--- src/rtl/chunked_magnitude_comparator.sv ---
// Multi-cycle magnitude comparator: walks the operands MSB chunk first, CHUNK bits
// per cycle, stopping at the first differing chunk; eq/gt/lt returned via valid/ready.
module chunked_magnitude_comparator #(
    parameter int WIDTH = 16,
    parameter int CHUNK = 4
) (
    input  logic             clk,
    input  logic             rst,
    input  logic             in_valid,
    output logic             in_ready,
    input  logic [WIDTH-1:0] a,
    input  logic [WIDTH-1:0] b,
    input  logic             signed_mode,
    output logic             out_valid,
    input  logic             out_ready,
    output logic             eq,
    output logic             gt,
    output logic             lt
);

    localparam int NCHUNK = WIDTH / CHUNK;
    localparam int IDX_W  = (NCHUNK > 1) ? $clog2(NCHUNK) : 1;

    typedef enum logic [1:0] {
        S_IDLE    = 2'd0,
        S_COMPARE = 2'd1,
        S_DONE    = 2'd2
    } state_e;

    state_e             state_q, state_d;
    logic [IDX_W-1:0]   idx_q, idx_d;
    logic [WIDTH-1:0]   a_q, a_d;
    logic [WIDTH-1:0]   b_q, b_d;
    logic               signed_q, signed_d;
    logic               eq_q, eq_d;
    logic               gt_q, gt_d;
    logic               lt_q, lt_d;

    logic [WIDTH-1:0]   a_cmp, b_cmp;
    logic [CHUNK-1:0]   chunk_a, chunk_b;

    // Flipping the sign bit maps two's-complement order onto unsigned order.
    assign a_cmp   = a_q ^ {signed_q, {(WIDTH-1){1'b0}}};
    assign b_cmp   = b_q ^ {signed_q, {(WIDTH-1){1'b0}}};
    assign chunk_a = a_cmp[CHUNK*int'(idx_q) +: CHUNK];
    assign chunk_b = b_cmp[CHUNK*int'(idx_q) +: CHUNK];

    // NOTE: every next-state variable gets its default first, so no path can infer a latch.
    always_comb begin
        state_d  = state_q;
        idx_d    = idx_q;
        a_d      = a_q;
        b_d      = b_q;
        signed_d = signed_q;
        eq_d     = eq_q;
        gt_d     = gt_q;
        lt_d     = lt_q;

        case (state_q)
            S_IDLE: begin
                if (in_valid) begin
                    a_d      = a;
                    b_d      = b;
                    signed_d = signed_mode;
                    idx_d    = IDX_W'(NCHUNK - 1);
                    state_d  = S_COMPARE;
                end
            end
            S_COMPARE: begin
                if (chunk_a > chunk_b) begin
                    {eq_d, gt_d, lt_d} = 3'b010;
                    state_d            = S_DONE;
                end else if (chunk_a < chunk_b) begin
                    {eq_d, gt_d, lt_d} = 3'b001;
                    state_d            = S_DONE;
                end else if (idx_q == '0) begin
                    {eq_d, gt_d, lt_d} = 3'b100;
                    state_d            = S_DONE;
                end else begin
                    idx_d = idx_q - IDX_W'(1);
                end
            end
            S_DONE: begin
                if (out_ready) begin
                    state_d = S_IDLE;
                end
            end
            default: state_d = S_IDLE;
        endcase
    end

    // NOTE: sequential state uses non-blocking assignments so every register samples pre-edge values.
    always_ff @(posedge clk or posedge rst) begin
        if (rst) begin
            state_q  <= S_IDLE;
            idx_q    <= '0;
            a_q      <= '0;
            b_q      <= '0;
            signed_q <= 1'b0;
            eq_q     <= 1'b0;
            gt_q     <= 1'b0;
            lt_q     <= 1'b0;
        end else begin
            state_q  <= state_d;
            idx_q    <= idx_d;
            a_q      <= a_d;
            b_q      <= b_d;
            signed_q <= signed_d;
            eq_q     <= eq_d;
            gt_q     <= gt_d;
            lt_q     <= lt_d;
        end
    end

    assign in_ready  = (state_q == S_IDLE);
    assign out_valid = (state_q == S_DONE);
    assign eq        = eq_q;
    assign gt        = gt_q;
    assign lt        = lt_q;

endmodule
--- config.mk ---
export PLATFORM = sky130hd
export DESIGN_NAME = chunked_magnitude_comparator
export DESIGN_NICKNAME = d
export VERILOG_FILES = /design/src/rtl/chunked_magnitude_comparator.sv
export SDC_FILE = /design/constraint.sdc
export NUM_CORES = 1
export LEC_CHECK = 0
export CAP_MARGIN = 20
export CORE_ASPECT_RATIO = 1.1
export CORE_UTILIZATION = 43
export CTS_CLUSTER_SIZE = 40
export DETAILED_ROUTE_END_ITERATION = 16
export PLACE_DENSITY = 0.74
export SYNTH_ARGS = -nofsm -noshare
export SYNTH_HDL_FRONTEND = slang
export SYNTH_SLANG_ARGS = --single-unit
--- constraint.sdc ---
create_clock -name clk -period 2.6 [get_ports clk]
set_input_delay 0.52 -clock clk [delete_from_list [all_inputs] [get_ports clk]]
set_output_delay 0.52 -clock clk [all_outputs]
set_load 0.01 [all_outputs]
Word level (Yosys, flattened, before mapping)
Index checks and enable logic that the tools add are counted.

Multiplexer cells: 19. $lt $le $gt $ge: 2. Equality and inequality tests: 8. Shifts and indexed selects: 2. Reductions and logical operators: 8. Bitwise gates (word level): 2. Add/sub/neg operators: 1.

Operators by type and width (count): 16-bit by 5-bit indexed part select with 4-bit output (2); 16-bit XOR (2); 2-bit 2-to-1 mux (9); 1-bit 2-to-1 mux (8); 2-bit != test (second input constant) (4); 2-bit one-hot mux with 3 select lines (1); 5-bit AND reduction (1); 4-bit > comparator (1); 2-bit logical NOT (2); 4-bit < comparator (1); 4-bit != test (second input constant) (1); 2-bit one-hot mux with 2 select lines (1); 2-bit AND reduction (2); 3-bit AND reduction (1); 3-bit nonzero test (1); 2-bit by 1-bit equality test with 1-bit output (second input constant) (1); 2-bit equality test (second input constant) (1); 2-bit by 1-bit != test with 1-bit output (second input constant) (1); 2-bit nonzero test (1); 2-bit by 1-bit subtractor with 2-bit output (second input constant) (1).

Output and inout port bits: 5. Logic and storage cells: 50. Input bits: 37. Register bits after elaboration: 40.

Depth between registers and ports, before layout
Gate-level depths: netlist of run 1.

Word-level depth: 6. Gate-level depth with buffers: 8. Gate-level depth less buffers: 8.

Worst setup path before layout of run 1
No wires, ideal clock.

Path kind: reg-to-reg. Start point: reg idx_q[0]. End point: reg idx_q[0]. Setup time: 127 ps. Arrival: 2138 ps. Buffers on the path: 1. Stages on the path, launching flop included: 8. Data required time: 2473 ps. Period minus slack after synthesis: 2266 ps. Slack: 334 ps. Path through: dfrtp_1 buf_2 mux4_2 ha_1 nor2b_1 o211ai_1 a311o_1 mux2i_1.

Word-level cells in the longest chain between the ends: 5. Elaborated cells between the ends (all ways): 14. Those cells by class: 1 x add/sub; 2 x order compare; 3 x eq/ne; 2 x shift; 4 x mux; 2 x reduce/logical.

Ends and longest elaborated chain: from (decl) (RTL line 31) `logic [IDX_W-1:0] idx_q, idx_d;`; from (signal assigned) (RTL line 105) `idx_q <= idx_d;`; branches (longest 5 deep; another with 4-bit < comparator).

Several ways; the timed one is not identified. The select of a mux whose other input is x is not followed. A chain may end at the register's enable or synchronous reset.

Worst setup path after layout of run 1
Ends and elaborated chain as after synthesis.

==> metrics.txt, run 1 <==
Worst EP required=~2800 ps; Synth Register Bits=40; CTS Sinks=40; Hold Crit Class=reg2reg; status=completed; cts hold-fix bufs=0; count of buffers from port buffering=41; Slew @ Worst Pin=around 500 ps; worst skew pair latency=290 ps; Fmax=about 430 MHz; vias per cell=a little under 5; num ports=between 40 and 50; Area Growth Syn to Fin=25.8%; total global routing overflow=0; CP endpoint kind=flop; Synth Net Count=between 150 and 200; Final Hold Vio Count=0; fill count=378; # rows=26; clk buf depth=2; crit-path max FO=9; worst vdd ir=between 0.5 and 0.6 mV; drt initial violations=40; H-tree levels=2; Setup Crit Path Kind=reg2reg; total negative slack=0 ps; hold_sp=gt$_DFFE_PP0P_; Setup crit end=idx_q[0]$_DFFE_PP0P_; Antenna Cells=0; Synth area leaders=dfrtp_1 (49%), mux2_4 (22%), mux4_2 (8.8%); Max-Cap Viols=0; initial antenna violation count=0; core footprint=4620 um^2; share of layout cells above drive strength 1=29.8%; Placed Cells incl. Taps=~230; Synth cell types=30; pwr dens=~1200 nW/um^2; drt first pass iters=2; reg2reg start=idx_q[0]$_DFFE_PP0P_; unrepaired setup endpoints after global routing=false; routed len/inst=approximately 15 um; Setup Skew=about 7.7 ps; Final Util=a little under three fifths; final std cells w/o fill=237; vias in the first global route=1317; origin of the worst setup path=idx_q[0]$_DFFE_PP0P_; most common cell after layout, fill and taps aside=clkdlybuf4s50_1; setup violators final=0; # nets final=about 220; DPL Wire Length=2680 um; CTS tree=done; yosys warns=0; Max Transition Viols Final=0; WHS=493 ps; flop2flop setup slack=between 200 and 300 ps; syn avg cell area=between 15 and 20 um^2; Mapped Cells=134; P_leak=between 1 and 1.5 nW; crit path launch type=flop; Storage cell area=~1000 um^2; commonest cells after routing, fill and taps aside=clkdlybuf4s50_1 (41), dfrtp_1 (40), mux2_4 (30); maximum number of pins on one net before global-route repair=41; post-cts resize count=0; drt total wl=around 3500 um; worst rel slew slack=between 60% and 70%; first-pass GRT wire length=approximately 6100 um; die area=between 5000 and 6000 um^2; worst r2r path cells=7; register area share after synthesis=slightly below 50%; Initial Util=roughly 45%; Total Routing Usage GR=approximately 17%; area of the multi-input gates=approximately 940 um^2; Residual DRC=0; Die Width=between 60 and 70 um; Yosys top cell area share=between 40% and 50%; postcts setup bufs=0; RR Endpoint=idx_q[0]$_DFFE_PP0P_; antenna-violating nets left=0; vias=1178; clk root buf=clkbuf_8; post-synthesis cell area=2060 um^2; minimum clock period=about 2300 ps; Final Cycle Share=around 90%; Synth area leader=dfrtp_1; WP data arrival=between 2000 and 3000 ps; Num CTS Buffers=5; RePlAce Congestion=0.817; Die H=about 75 um; Worst-path clk slew=roughly 70 ps
## stage by stage
stage          cell area [um^2]  total power, mW  worst slack (ps)
2_1_floorplan              2060             2.29               334
3_3_place_gp               2500             2.56               303
6_report                   2590             2.99               252
4_1_cts                    2590             3.03               230
3_5_place_dp               2500             2.62               242
5_1_grt                    2590             3.23              94.0
## report_power, final
group          internal, mW  switching [mW]
clock                 0.187           0.218
sequential            0.925           0.195
combinational         0.918           0.544
## flip-flops by register name, indices dropped and copies added, names as in the netlist
register and flops:
lt 1, signed_q 1, state_q 2, eq 1, a_q 16, gt 1, b_q 16, idx_q 2
## per-layer routing
metal / up-vias / wire [um] / global-route usage [%]
met4: 0 / 46 / 5.56
met5: - / 0 / 0
met3: 7 / 137 / 4.60
met2: 27 / 1730 / 26.7
met1: 575 / 1610 / 21.4
li1: 569 / - / -
## cell families (layout without fill, tap and decap cells)
group | count (synthesis) | in the layout | share of synthesized area (%)
xor gates and xnor gates | 2 | 2 | 0.851
muxes | 42 | 42 | 32.8
and+or+nand+nor | 17 | 17 | 5.05
AOI/OAI and AO/OA | 13 | 13 | 4.13
buffers and inverters | 15 | 62 | 5.53
DFF | 40 | 40 | 48.6
adders and majority gates | 5 | 5 | 3.04
## critical path, stage by stage, from the launching register on
cell      delay [ps]
dfrtp_1          330
buf_4            200
mux4_2           520
ha_1             320
nor2b_1          130
o211ai_1         360
a311o_1          280
mux2i_1           80
## area by class of cell
class	instances	area share [%]
clock inverter	3	0.725
clock buffer	5	2.66
multi-input combinational	79	36.4
sequential	40	38.7
timing repair buffer	45	17.5
tap	56	2.71
inverter	9	1.30
## worst min-delay path by stage
| stage | end | slack [ps] | cells after the start |
|---|---|---|---|
| floorplan | a_q[13]$_DFFE_PP0P_ | 450 | 1 |
| global placement | gt$_DFFE_PP0P_ | 470 | 2 |
| detailed placement | gt$_DFFE_PP0P_ | 480 | 2 |
| CTS | gt$_DFFE_PP0P_ | 500 | 2 |
| global route | gt$_DFFE_PP0P_ | 520 | 2 |
| finish | gt$_DFFE_PP0P_ | 490 | 2 |
## cell usage after synthesis
| master | instances |
|---|---|
| buf_2 | 1 |
| mux2i_1 | 1 |
| mux2_4 | 30 |
| mux2_1 | 3 |
| nand4_1 | 1 |
| buf_12 | 3 |
| and2b_1 | 1 |
| nand3_1 | 1 |
| o211ai_1 | 1 |
| a21o_1 | 1 |
| buf_6 | 1 |
| a311o_1 | 1 |
| a21oi_1 | 5 |
| inv_1 | 9 |
| o2bb2ai_1 | 1 |
| clkbuf_1 | 1 |
| mux4_2 | 8 |
| or3_1 | 1 |
| nand2b_1 | 3 |
| nor2b_1 | 2 |
| nor2b_2 | 1 |
| xor2_1 | 2 |
| ha_1 | 5 |
| o21ai_0 | 2 |
| nor2_2 | 1 |
| dfrtp_1 | 40 |
| and2_4 | 2 |
| nand2_1 | 4 |
| a311oi_1 | 1 |
| a22oi_1 | 1 |
No activity file was read; power rests on OpenSTA's default activity.
==> run 2, diff against run 1 <==
--- a/config.mk
+++ b/config.mk
@@ -7,10 +7,10 @@
 export LEC_CHECK = 0
 export CAP_MARGIN = 20
 export CORE_ASPECT_RATIO = 1.1
-export CORE_UTILIZATION = 43
+export CORE_UTILIZATION = 51
 export CTS_CLUSTER_SIZE = 40
 export DETAILED_ROUTE_END_ITERATION = 16
-export PLACE_DENSITY = 0.74
+export PLACE_DENSITY = 0.84
 export SYNTH_ARGS = -nofsm -noshare
 export SYNTH_HDL_FRONTEND = slang
 export SYNTH_SLANG_ARGS = --single-unit
==> metrics.txt, run 2 (synthesized netlist as in run 1, its figures left out) <==
unrepaired setup endpoints after global routing=false (unchanged); # nets final=221 (was 222); Final Cycle Share=94.2% (was 90.3%); share of layout cells above drive strength 1=29.1% (was 29.8%); # rows=23 (was 26); Place WS=187 ps (was 242 ps); Antenna Cells=0 (unchanged); commonest cells after routing, fill and taps aside=clkdlybuf4s50_1 (41), dfrtp_1 (40), mux2_4 (30) (unchanged); Total Routing Usage GR=20.3% (was 16.6%); cell mode on critical path=buf_4; flop2flop setup slack=150 ps (was 250 ps); RR Endpoint=idx_q[0]$_DFFE_PP0P_ (unchanged); Die Width=62.6 um (was 68.0 um); initial antenna violation count=0 (unchanged); fill count=275 (was 378); Worst-path clk slew=70 ps (about the same); Crit-path slowest cell=mux4_2 (unchanged); vias per cell=5.26 (was 4.97); drt first pass iters=4 (was 2); minimum clock period=2450 ps (was 2350 ps); Slew @ Worst Pin=592 ps (was 501 ps); first-pass GRT wire length=6270 um (was 6070 um); total negative slack=0 ps (unchanged); WHS=494 ps (was 493 ps); clk root buf=clkbuf_8 (unchanged); most common cell after layout, fill and taps aside=clkdlybuf4s50_1 (unchanged); worst rel slew slack=60.5% (was 66.6%); vias in the first global route=1280 (was 1317); Tot Pwr=3.07 mW (was 2.99 mW); Placed Cells incl. Taps=221 (was 229); core footprint=3740 um^2 (was 4620 um^2); num ports=42 (unchanged); P_leak=1.17 nW (about the same); Worst EP required=2800 ps (was 2770 ps); final std cells w/o fill=229 (was 237); H-tree levels=2 (unchanged); worst-path cell chain=buf_4, mux4_2, ha_1, nor2b_1, o211ai_1, buf_4, a311o_1, mux2i_1 (was buf_4, mux4_2, ha_1, nor2b_1, o211ai_1, a311o_1, mux2i_1); Final Util=68.7% (was 56.0%); worst vdd ir=0.615 mV (was 0.544 mV); crit-path max FO=9 (unchanged); Area Growth Syn to Fin=24.9% (was 25.8%); reg2reg start=idx_q[0]$_DFFE_PP0P_ (unchanged); Die H=68.6 um (was 74.6 um); origin of the worst setup path=idx_q[0]$_DFFE_PP0P_ (unchanged); pwr dens=1190 nW/um^2 (was 1150 nW/um^2); CTS tree=done (unchanged); CTS Sinks=40 (unchanged); WP data arrival=2650 ps (was 2520 ps); routed len/inst=16.6 um (was 14.8 um); hold_sp=a_q[14]$_DFFE_PP0P_ (was gt$_DFFE_PP0P_); drt initial violations=64 (was 40); status=completed (unchanged); setup violators final=0 (unchanged); clk buf depth=2 (unchanged); worst r2r path cells=8 (was 7); die area=4290 um^2 (was 5070 um^2); DPL Wire Length=2720 um (was 2680 um); final instance area=2570 um^2 (was 2590 um^2); total global routing overflow=0 (unchanged); Crit path largest cell delay=520 ps (about the same); Setup Skew=5.11 ps (was 7.66 ps); count of buffers from port buffering=41 (unchanged); Initial Util=55.0% (was 44.6%); RePlAce Congestion=0.805 (was 0.817); Max Transition Viols Final=0 (unchanged); Num CTS Buffers=5 (unchanged); Top Registers=a_q (16), b_q (16) (unchanged); placed cell area=2470 um^2 (was 2500 um^2); antenna-violating nets left=0 (unchanged); hold depth=1 (was 2); worst skew pair latency=300 ps (was 290 ps); cts hold-fix bufs=0 (unchanged); Final Hold Vio Count=0 (unchanged); Setup Crit Path Kind=reg2reg (unchanged); vias=1204 (was 1178); Residual DRC=0 (unchanged); CP endpoint kind=flop (unchanged); maximum number of pins on one net before global-route repair=41 (unchanged); Hold Crit Class=reg2reg (unchanged); drt total wl=3790 um (was 3520 um); crit path launch type=flop (unchanged); Max-Cap Viols=0 (unchanged); Fmax=408 MHz (was 426 MHz); post-route setup slack=152 ps (was 252 ps); Setup crit end=idx_q[0]$_DFFE_PP0P_ (unchanged)
## run 2: cell count changes in the layout (fill, tap and decap cells not counted), sizes merged
cell / delta
buf: -1
clkinv: -3
clkbuf: +2
## run 2: layout make-up
| class | count | area, um^2 | area share (%) |
|---|---|---|---|
| Clock buffer | 7 | 96.3 | 3.75 |
| Inverter | 9 | 33.8 | 1.31 |
| Multi-Input combinational cell | 79 | 943 | 36.7 |
| Sequential cell | 40 | 1000 | 38.9 |
| Tap cell | 50 | 62.6 | 2.43 |
| Timing Repair Buffer | 44 | 433 | 16.8 |
## run 2: where the power goes
part | internal (mW) | total (mW) | switching (mW)
Combinational | 0.927 | 1.50 | 0.571
Sequential | 0.925 | 1.13 | 0.203
Clock | 0.236 | 0.444 | 0.208
## run 2: critical path: cells and delay by family (launching register included)
family / cells / cell delay (ps)
AND/OR/NAND/NOR: 1 / 120
flip-flops: 1 / 360
adder cells (fa/ha/maj): 1 / 300
multiplexers: 2 / 730
buffers and inverters: 2 / 380
AO/OA/AOI/OAI: 2 / 460
## run 2: worst min-delay path by stage
stage                           to  slack (ps)
3_3_place_gp        gt$_DFFE_PP0P_         470
2_1_floorplan  a_q[13]$_DFFE_PP0P_         450
3_5_place_dp   a_q[14]$_DFFE_PP0P_         480
5_1_grt        a_q[14]$_DFFE_PP0P_         510
4_1_cts        a_q[14]$_DFFE_PP0P_         500
6_report       a_q[14]$_DFFE_PP0P_         490
## run 2: metal layers
| metal | GRT usage (%) | wire (um) | vias up |
|---|---|---|---|
| li1 | - | - | 564 |
| met1 | 23.1 | 1560 | 594 |
| met2 | 35.2 | 1960 | 36 |
| met3 | 6.41 | 175 | 10 |
| met4 | 10.2 | 93 | 0 |
| met5 | 0 | 0 | - |
## run 2: timing repair
action	CTS	global route
setup buffers	0	1
setup endpoints to repair	0	1
gates resized for setup	0	0
==> run 3, diff against run 2 <==
--- a/config.mk
+++ b/config.mk
@@ -10,6 +10,7 @@
 export CORE_UTILIZATION = 51
 export CTS_CLUSTER_SIZE = 40
 export DETAILED_ROUTE_END_ITERATION = 16
+export MAX_ROUTING_LAYER = met4
 export PLACE_DENSITY = 0.84
 export SYNTH_ARGS = -nofsm -noshare
 export SYNTH_HDL_FRONTEND = slang
==> metrics.txt, run 3 (synthesized netlist as in run 1, its figures left out) <==
Final Cycle Share=94.2% (about the same); WHS=495 ps (was 494 ps); drt initial violations=64 (unchanged); antenna-violating nets left=0 (unchanged); Max Transition Viols Final=0 (unchanged); Area Growth Syn to Fin=24.9% (unchanged); die area=4290 um^2 (unchanged); clk buf depth=2 (unchanged); CP endpoint kind=flop (unchanged); commonest cells after routing, fill and taps aside=clkdlybuf4s50_1 (41), dfrtp_1 (40), mux2_4 (30) (unchanged); worst skew pair latency=300 ps (about the same); # rows=23 (unchanged); Tot Pwr=3.07 mW (about the same); Setup Skew=4.92 ps (was 5.11 ps); minimum clock period=2450 ps (about the same); Place WS=187 ps (unchanged); # nets final=221 (unchanged); Slew @ Worst Pin=596 ps (was 592 ps); worst rel slew slack=60.3% (was 60.5%); vias=1207 (was 1204); Num CTS Buffers=5 (unchanged); H-tree levels=2 (unchanged); Initial Util=55.0% (unchanged); post-cts resize count=0 (unchanged); Worst-path clk slew=70 ps (about the same); Fmax=408 MHz (about the same); CTS Sinks=40 (unchanged); Total Routing Usage GR=20.9% (was 20.3%); first-pass GRT wire length=6270 um (about the same); share of layout cells above drive strength 1=29.1% (unchanged); initial antenna violation count=0 (unchanged); total global routing overflow=0 (unchanged); drt total wl=3790 um (about the same); Max-Cap Viols=0 (unchanged); setup violators final=0 (unchanged); placed cell area=2470 um^2 (unchanged); Final Hold Vio Count=0 (unchanged); Worst EP required=2800 ps (about the same); vias in the first global route=1282 (was 1280); cell mode on critical path=buf_4 (unchanged); Placed Cells incl. Taps=221 (unchanged); RePlAce Congestion=0.817 (was 0.805); CTS tree=done (unchanged); Crit path largest cell delay=520 ps (about the same); crit path launch type=flop (unchanged); Final Util=68.7% (unchanged); maximum number of pins on one net before global-route repair=41 (unchanged); final instance area=2570 um^2 (unchanged); Crit-path slowest cell=mux4_2 (unchanged); Antenna Cells=0 (unchanged); num ports=42 (unchanged); worst vdd ir=0.614 mV (was 0.615 mV); drt first pass iters=4 (unchanged); Die H=68.6 um (unchanged); DPL Wire Length=2720 um (unchanged); crit-path max FO=9 (unchanged); P_leak=1.17 nW (unchanged); worst-path cell chain=buf_4, mux4_2, ha_1, nor2b_1, o211ai_1, buf_4, a311o_1, mux2i_1 (unchanged); post-route setup slack=151 ps (was 152 ps); Residual DRC=0 (unchanged); Setup Crit Path Kind=reg2reg (unchanged); count of buffers from port buffering=41 (unchanged); Die Width=62.6 um (unchanged); core footprint=3740 um^2 (unchanged); Hold Crit Class=reg2reg (unchanged); unrepaired setup endpoints after global routing=false (unchanged); routed len/inst=16.5 um (was 16.6 um); status=completed (unchanged); total negative slack=0 ps (unchanged); most common cell after layout, fill and taps aside=clkdlybuf4s50_1 (unchanged); Top Registers=a_q (16), b_q (16) (unchanged); vias per cell=5.27 (was 5.26); pwr dens=1200 nW/um^2 (was 1190 nW/um^2); fill count=275 (unchanged); final std cells w/o fill=229 (unchanged); WP data arrival=2650 ps (about the same); clk root buf=clkbuf_8 (unchanged)
[run 3: cell counts in the layout (fill, tap and decap cells not counted)]
Identical to the previous run, type by type.
[run 3: layer usage]
layer	up-vias	share of wire, %	global-route usage (%)	wire (um)
met4	0	2.4	10.2	92
met5	-	0	-	0
li1	565	-	-	-
met3	10	4.4	6.25	165
met2	36	52	35.2	1970
met1	596	41	23.2	1570
[run 3: what timing repair did]
item                                   in CTS  in global routing
hold buffers                                0                  0
endpoints found under the hold margin       0                  0
buffers inserted                            0                  1
setup endpoints to repair                   0                  1
[run 3: final cells by class]
| class | count | area, um^2 | area share [%] |
|---|---|---|---|
| repair buffers | 44 | 433 | 16.8 |
| inverters | 9 | 33.8 | 1.31 |
| clock buffers | 7 | 96.3 | 3.75 |
| well taps | 50 | 62.6 | 2.43 |
| multi-input cells | 79 | 943 | 36.7 |
| flip-flops and latches | 40 | 1000 | 38.9 |
[run 3: path summary, 6_finish.rpt]
path	start	to	slack [ps]	depth (start not counted)
worst max-delay path	idx_q[0]$_DFFE_PP0P_	idx_q[0]$_DFFE_PP0P_	150	8
worst min-delay path	a_q[14]$_DFFE_PP0P_	a_q[14]$_DFFE_PP0P_	490	1
worst max register to register	idx_q[0]$_DFFE_PP0P_	idx_q[0]$_DFFE_PP0P_	150	8
worst min register to register	a_q[14]$_DFFE_PP0P_	a_q[14]$_DFFE_PP0P_	490	1
max in group asynchronous	rst	state_q[1]$_DFFE_PP0P_	1610	3
min in group asynchronous	rst	b_q[8]$_DFFE_PP0P_	640	3
[run 3: power breakdown]
group          internal, mW  total [mW]  leakage, nW  switching [mW]
combinational         0.927        1.50        0.649           0.572
clock                 0.236       0.445       0.0503           0.209
sequential            0.925        1.13        0.467           0.203
[run 3: critical path: cells and delay by family (launching register included)]
kind	cells	cell delay [ps]
flip-flops	1	360
AND/OR/NAND/NOR	1	120
adder cells (fa/ha/maj)	1	300
AO/OA/AOI/OAI	2	460
buffers and inverters	2	380
multiplexers	2	740
==> edit 1 (settings of run 2) <==
Reset style: synchronous (`rst`), changed in one clocked block.
--- a/src/rtl/chunked_magnitude_comparator.sv
+++ b/src/rtl/chunked_magnitude_comparator.sv
@@ -92,3 +92,3 @@
     // NOTE: sequential state uses non-blocking assignments so every register samples pre-edge values.
-    always_ff @(posedge clk or posedge rst) begin
+    always_ff @(posedge clk) begin
         if (rst) begin
Formal check against the unedited RTL: differs if rst is asserted again (counterexample within 4 cycles, from zero or initial values and one cycle with rst high); with rst held inactive, the same outputs for 10 cycles.
==> edit 1 against run 2 <==
- wire length fell by 1.7%
- global-route usage rose by 1.4 points
- setup slack improved by 200 ps
- sequential share of layout area down 4.9 points
- hold slack worse by 29 ps
- final area decreased by 8.5%
- first-iteration DRC count grew 41%
- clock skew rose by 6.5 ps
- synthesized cell count grew 59%
- critical path depth decreased by 2
- sequential cell count did not move
- synthesized area is 9.9% lower
- critical endpoint is now idx_q[0]
- highest routed layer unchanged
Power is not compared: it rests on default switching activity, and its combinational part moved more than twofold at a synthesized area within 25%.
==> edit 1: results (changes against run 2) <==
[logic_synthesis]
syn-mean-instance-area_um2=8.706  ; -43%
synth-compound-area-share_pct=13.16  ; +9.0 points
yosys_warnings=0  ; unchanged
synth-xor-area-share_pct=0.9447  ; +0.094 points
synthTopCellsByArea=dfxtp_1 (43%), nand2_1 (14%), a21oi_1 (10%), mux4_2 (9.7%), ha_1 (3.4%)
synth_commonest_cells=nand2_1 (70), dfxtp_1 (40), a21oi_1 (38)
synth_cell_type_count=32  ; +6.7%
yosysSeqAreaShare_pct=43.18  ; -5.4 points
synth.area.mux_share_pct=9.717  ; -23 points
synth_fp_nets=255  ; +45%
synth_adder_area_share_pct=3.374  ; +0.33 points
async_reset_ff_share_pct=0  ; -100 points

[finish]
fillers=288  ; +4.7%
diodes=0  ; unchanged
reg_top3=a_q (16), b_q (16)
drive_gt1_share_pct=11.07  ; -18 points
nets=294  ; +33%

[power_and_ir_drop]
p_leak_nw=0.8768
clk-power_mw=0.406
power.switching_mw=0.6029
pg_comb_mw=0.676
swShare_pct=32.74
max-vdd-ir-drop_v=0.0003766

[clock_network]
clk_pin_slew_ps=120  ; +50 ps
root_buffer=clkbuf_4
post_cts_buffers=0  ; unchanged
htreeDepth=2  ; unchanged
clock_path_buffers=2  ; unchanged
clkLatencyLatePin_ps=350  ; +50 ps
cts_resized=0  ; unchanged
cts_buffers=5  ; unchanged

[routing]
drt_wl_total_um=3728  ; -1.7%
dr.first_iter.drc_count=90  ; +41%
vias=1573  ; +31%
postRouteAntennaNets=0  ; unchanged
viasPerCell=5.226  ; -0.60%
drtPass1Iterations=4  ; unchanged

[hold_path]
min_path_cells=2  ; +1
hold_class=reg -> reg

[placement]
preCtsSetupSlack_ps=409.1  ; +222.3 ps
place.port_buffers=41  ; unchanged
gp_congestion=0.8634  ; +7.2%
dp_hpwl_um=2738  ; +0.67%

[timing]
slew_viol_final=0  ; unchanged
setup_tns_ps=0  ; unchanged
tightest_slew_ps=537.8  ; -54.53 ps
skew_ps=11.58  ; +6.464 ps

[setup_path]
cp.arrival_ps=2520  ; -130 ps
r2r_cells=6  ; -2
crit_fanout=5  ; -4

[global_routing]
grt_max_degree=42  ; +2.4%
grt_pass1_vias=1473  ; +15%
antenna_found_initial=0  ; unchanged
grt_first_pass_wirelength_um=6279  ; +0.22%
grt_usage_pct=21.66  ; +1.4 points

[outcome]
status=finished, final reports clean

==> edit 1: cell types whose count changed in the layout (fill, tap and decap cells not counted), moves of 3 or more <==
| cell | before | now |
|---|---|---|
| a21oi_1 | 5 | 38 |
| clkbuf_4 | 0 | 5 |
| clkbuf_8 | 7 | 0 |
| dfrtp_1 | 40 | 0 |
| dfxtp_1 | 0 | 40 |
| inv_1 | 9 | 6 |
| mux2_1 | 3 | 0 |
| mux2_4 | 30 | 0 |
| nand2_1 | 4 | 70 |
| nor3_1 | 0 | 3 |
==> edit 1: area by class of cell <==
cell class	count	area, um2	area share, %
Timing Repair Buffer	47	467.9	19.90
Inverter	6	22.52	0.9580
Clock inverter	3	42.54	1.809
Tap cell	48	60.06	2.555
Clock buffer	5	37.54	1.597
Sequential cell	40	800.8	34.06
Multi-Input combinational cell	152	919.6	39.12
==> edit 1: layer usage <==
layer | up-vias | wire [um] | global-route usage, %
met2 | 47 | 1862 | 34.97
met3 | 7 | 182 | 5.118
met4 | 0 | 65 | 10.17
met1 | 723 | 1618 | 26.98
met5 | - | 0 | 0
li1 | 796 | - | -
==> edit 1: metrics by stage <==
stage               hold slack [ps]  area, um2
global placement              440.9       2271
CTS                           466.0       2351
floorplan                     433.1       1854
finish                        465.0       2351
detailed placement            449.4       2271
global route                  478.0       2351
==> edit 1: path summary, 6_finish.rpt <==
path                  from  endpoint  slack (ps)
setup reg to reg  idx_q[1]  idx_q[0]         350
hold / removal     b_q[13]   b_q[13]         470
setup / recovery  idx_q[1]  idx_q[0]         350
hold reg to reg    b_q[13]   b_q[13]         470
==> edit 1: worst max-delay path, cell delays in order, from the launching register on <==
cell,delay [ps]
dfxtp_1,470
mux4_2,550
ha_1,310
nand4_1,170
o21ai_0,280
a21oi_1,110
a311oi_1,270
==> edit 2 (config.mk and constraints of run 2) <==
Without the edit above. `CHUNK`: 4 -> 8.
--- a/src/rtl/chunked_magnitude_comparator.sv
+++ b/src/rtl/chunked_magnitude_comparator.sv
@@ -4,3 +4,3 @@
     parameter int WIDTH = 16,
-    parameter int CHUNK = 4
+    parameter int CHUNK = 8
 ) (
Formal check against the unedited RTL: not equivalent (Yosys sat finds a counterexample within 4 cycles, from zero or initial values and one cycle with rst high).
==> edit 2 against run 2 <==
- clock skew decreased by 3.0 ps
- highest routed layer unchanged
- final area decreased by 1.4%
- non-clock buffer count unchanged
- die area decreased by 2.0%
- sequential cell count decreased by 1
- setup slack improved by 210 ps
- synthesized area decreased by 2.1%
- via count increased by 2.3%
- total power decreased by 6.1%
- synthesized cell count increased by 6.0%
- hold slack improved by 15 ps
- maximum frequency increased by 9.6%
- critical path type unchanged
- combinational power decreased by 10%
- wire length decreased by 3.7%
==> edit 2: results (changes against run 2) <==
[placement]
gp_congestion=0.8694  ; +7.9%
dp_hpwl_um=2657  ; -2.3%
placed_cells=230  ; +4.1%

[setup_path]
r2r-end=state_q[1]
cp.arrival_ps=2410  ; -240 ps
crit_path_top_delay_cell=mux2_2
r2r_start=idx_q
reg2reg_slack_ps=370  ; +210 ps

[timing]
tightest_slew_ps=614.2  ; +21.84 ps
skew_ps=2.126  ; -2.985 ps
achievable-frequency_ghz=0.4475  ; +9.6%

[finish]
nClkBuffers=8  ; +1
multi_input_area_share_pct=37.71  ; +1.0 points
fillers=277  ; +0.73%
drive_gt1_share_pct=27.66  ; -1.4 points
reg_top3=a_q (16), b_q (16), state_q (2)
num-multi-input-gates=95  ; +20%

[logic_synthesis]
yosysSeqAreaShare_pct=48.42  ; -0.22 points
synth_commonest_cells=dfrtp_1 (39), mux2_4 (28), mux2_2 (12)
synth_cell_type_count=28  ; -6.7%
synth_fp_nets=187  ; +6.3%
synth_adder_area_share_pct=4.966  ; +1.9 points
syn_inst=142  ; +6.0%
synth-xor-area-share_pct=0.8690  ; +0.018 points

[global_routing]
grt_usage_pct=19.34  ; -0.95 points
grt.met2_usage_pct=30.45  ; -4.7 points
grt_use_met1_pct=23.75  ; +0.67 points
grt_max_degree=40  ; -2.4%

[routing]
drt_wl_total_um=3652  ; -3.7%
drt-met1-wl_um=1630  ; +4.4%
wl_met3_um=153  ; -13%
dr.first_iter.drc_count=54  ; -16%

[power_and_ir_drop]
p_leak_nw=1.175  ; +0.77%
max-vdd-ir-drop_v=0.0004906  ; -20%

[outcome]
status=finished, final reports clean

edit 2: cell types whose count changed after synthesis, sizes merged, moves of 3 or more:
cell   change
mux2       +7
mux4       -8
inv        -7
ha         +3
mux2i      +6
nor2       +6
edit 2: worst min-delay path by stage:
| stage | startpoint | to | cells past startpoint |
|---|---|---|---|
| 2_1_floorplan | a_q[10] | a_q[10] | 1 |
| 3_3_place_gp | b_q[7] | b_q[7] | 1 |
| 3_5_place_dp | a_q[12] | a_q[12] | 1 |
| 4_1_cts | a_q[12] | a_q[12] | 1 |
| 5_1_grt | a_q[0] | a_q[0] | 1 |
| 6_report | a_q[12] | a_q[12] | 1 |
edit 2: per-stage QoR:
stage	area (um2)	hold WS [ps]
final	2535	509.4
after detailed placement	2435	489.9
after floorplan	2016	474.9
after global placement	2435	494.0
after global routing	2535	530.6
after CTS	2535	512.5
edit 2: power by group:
group | internal [mW] | switching (mW)
sequential | 0.901 | 0.191
clock | 0.242 | 0.201
combinational | 0.790 | 0.557
total | 1.93 | 0.949
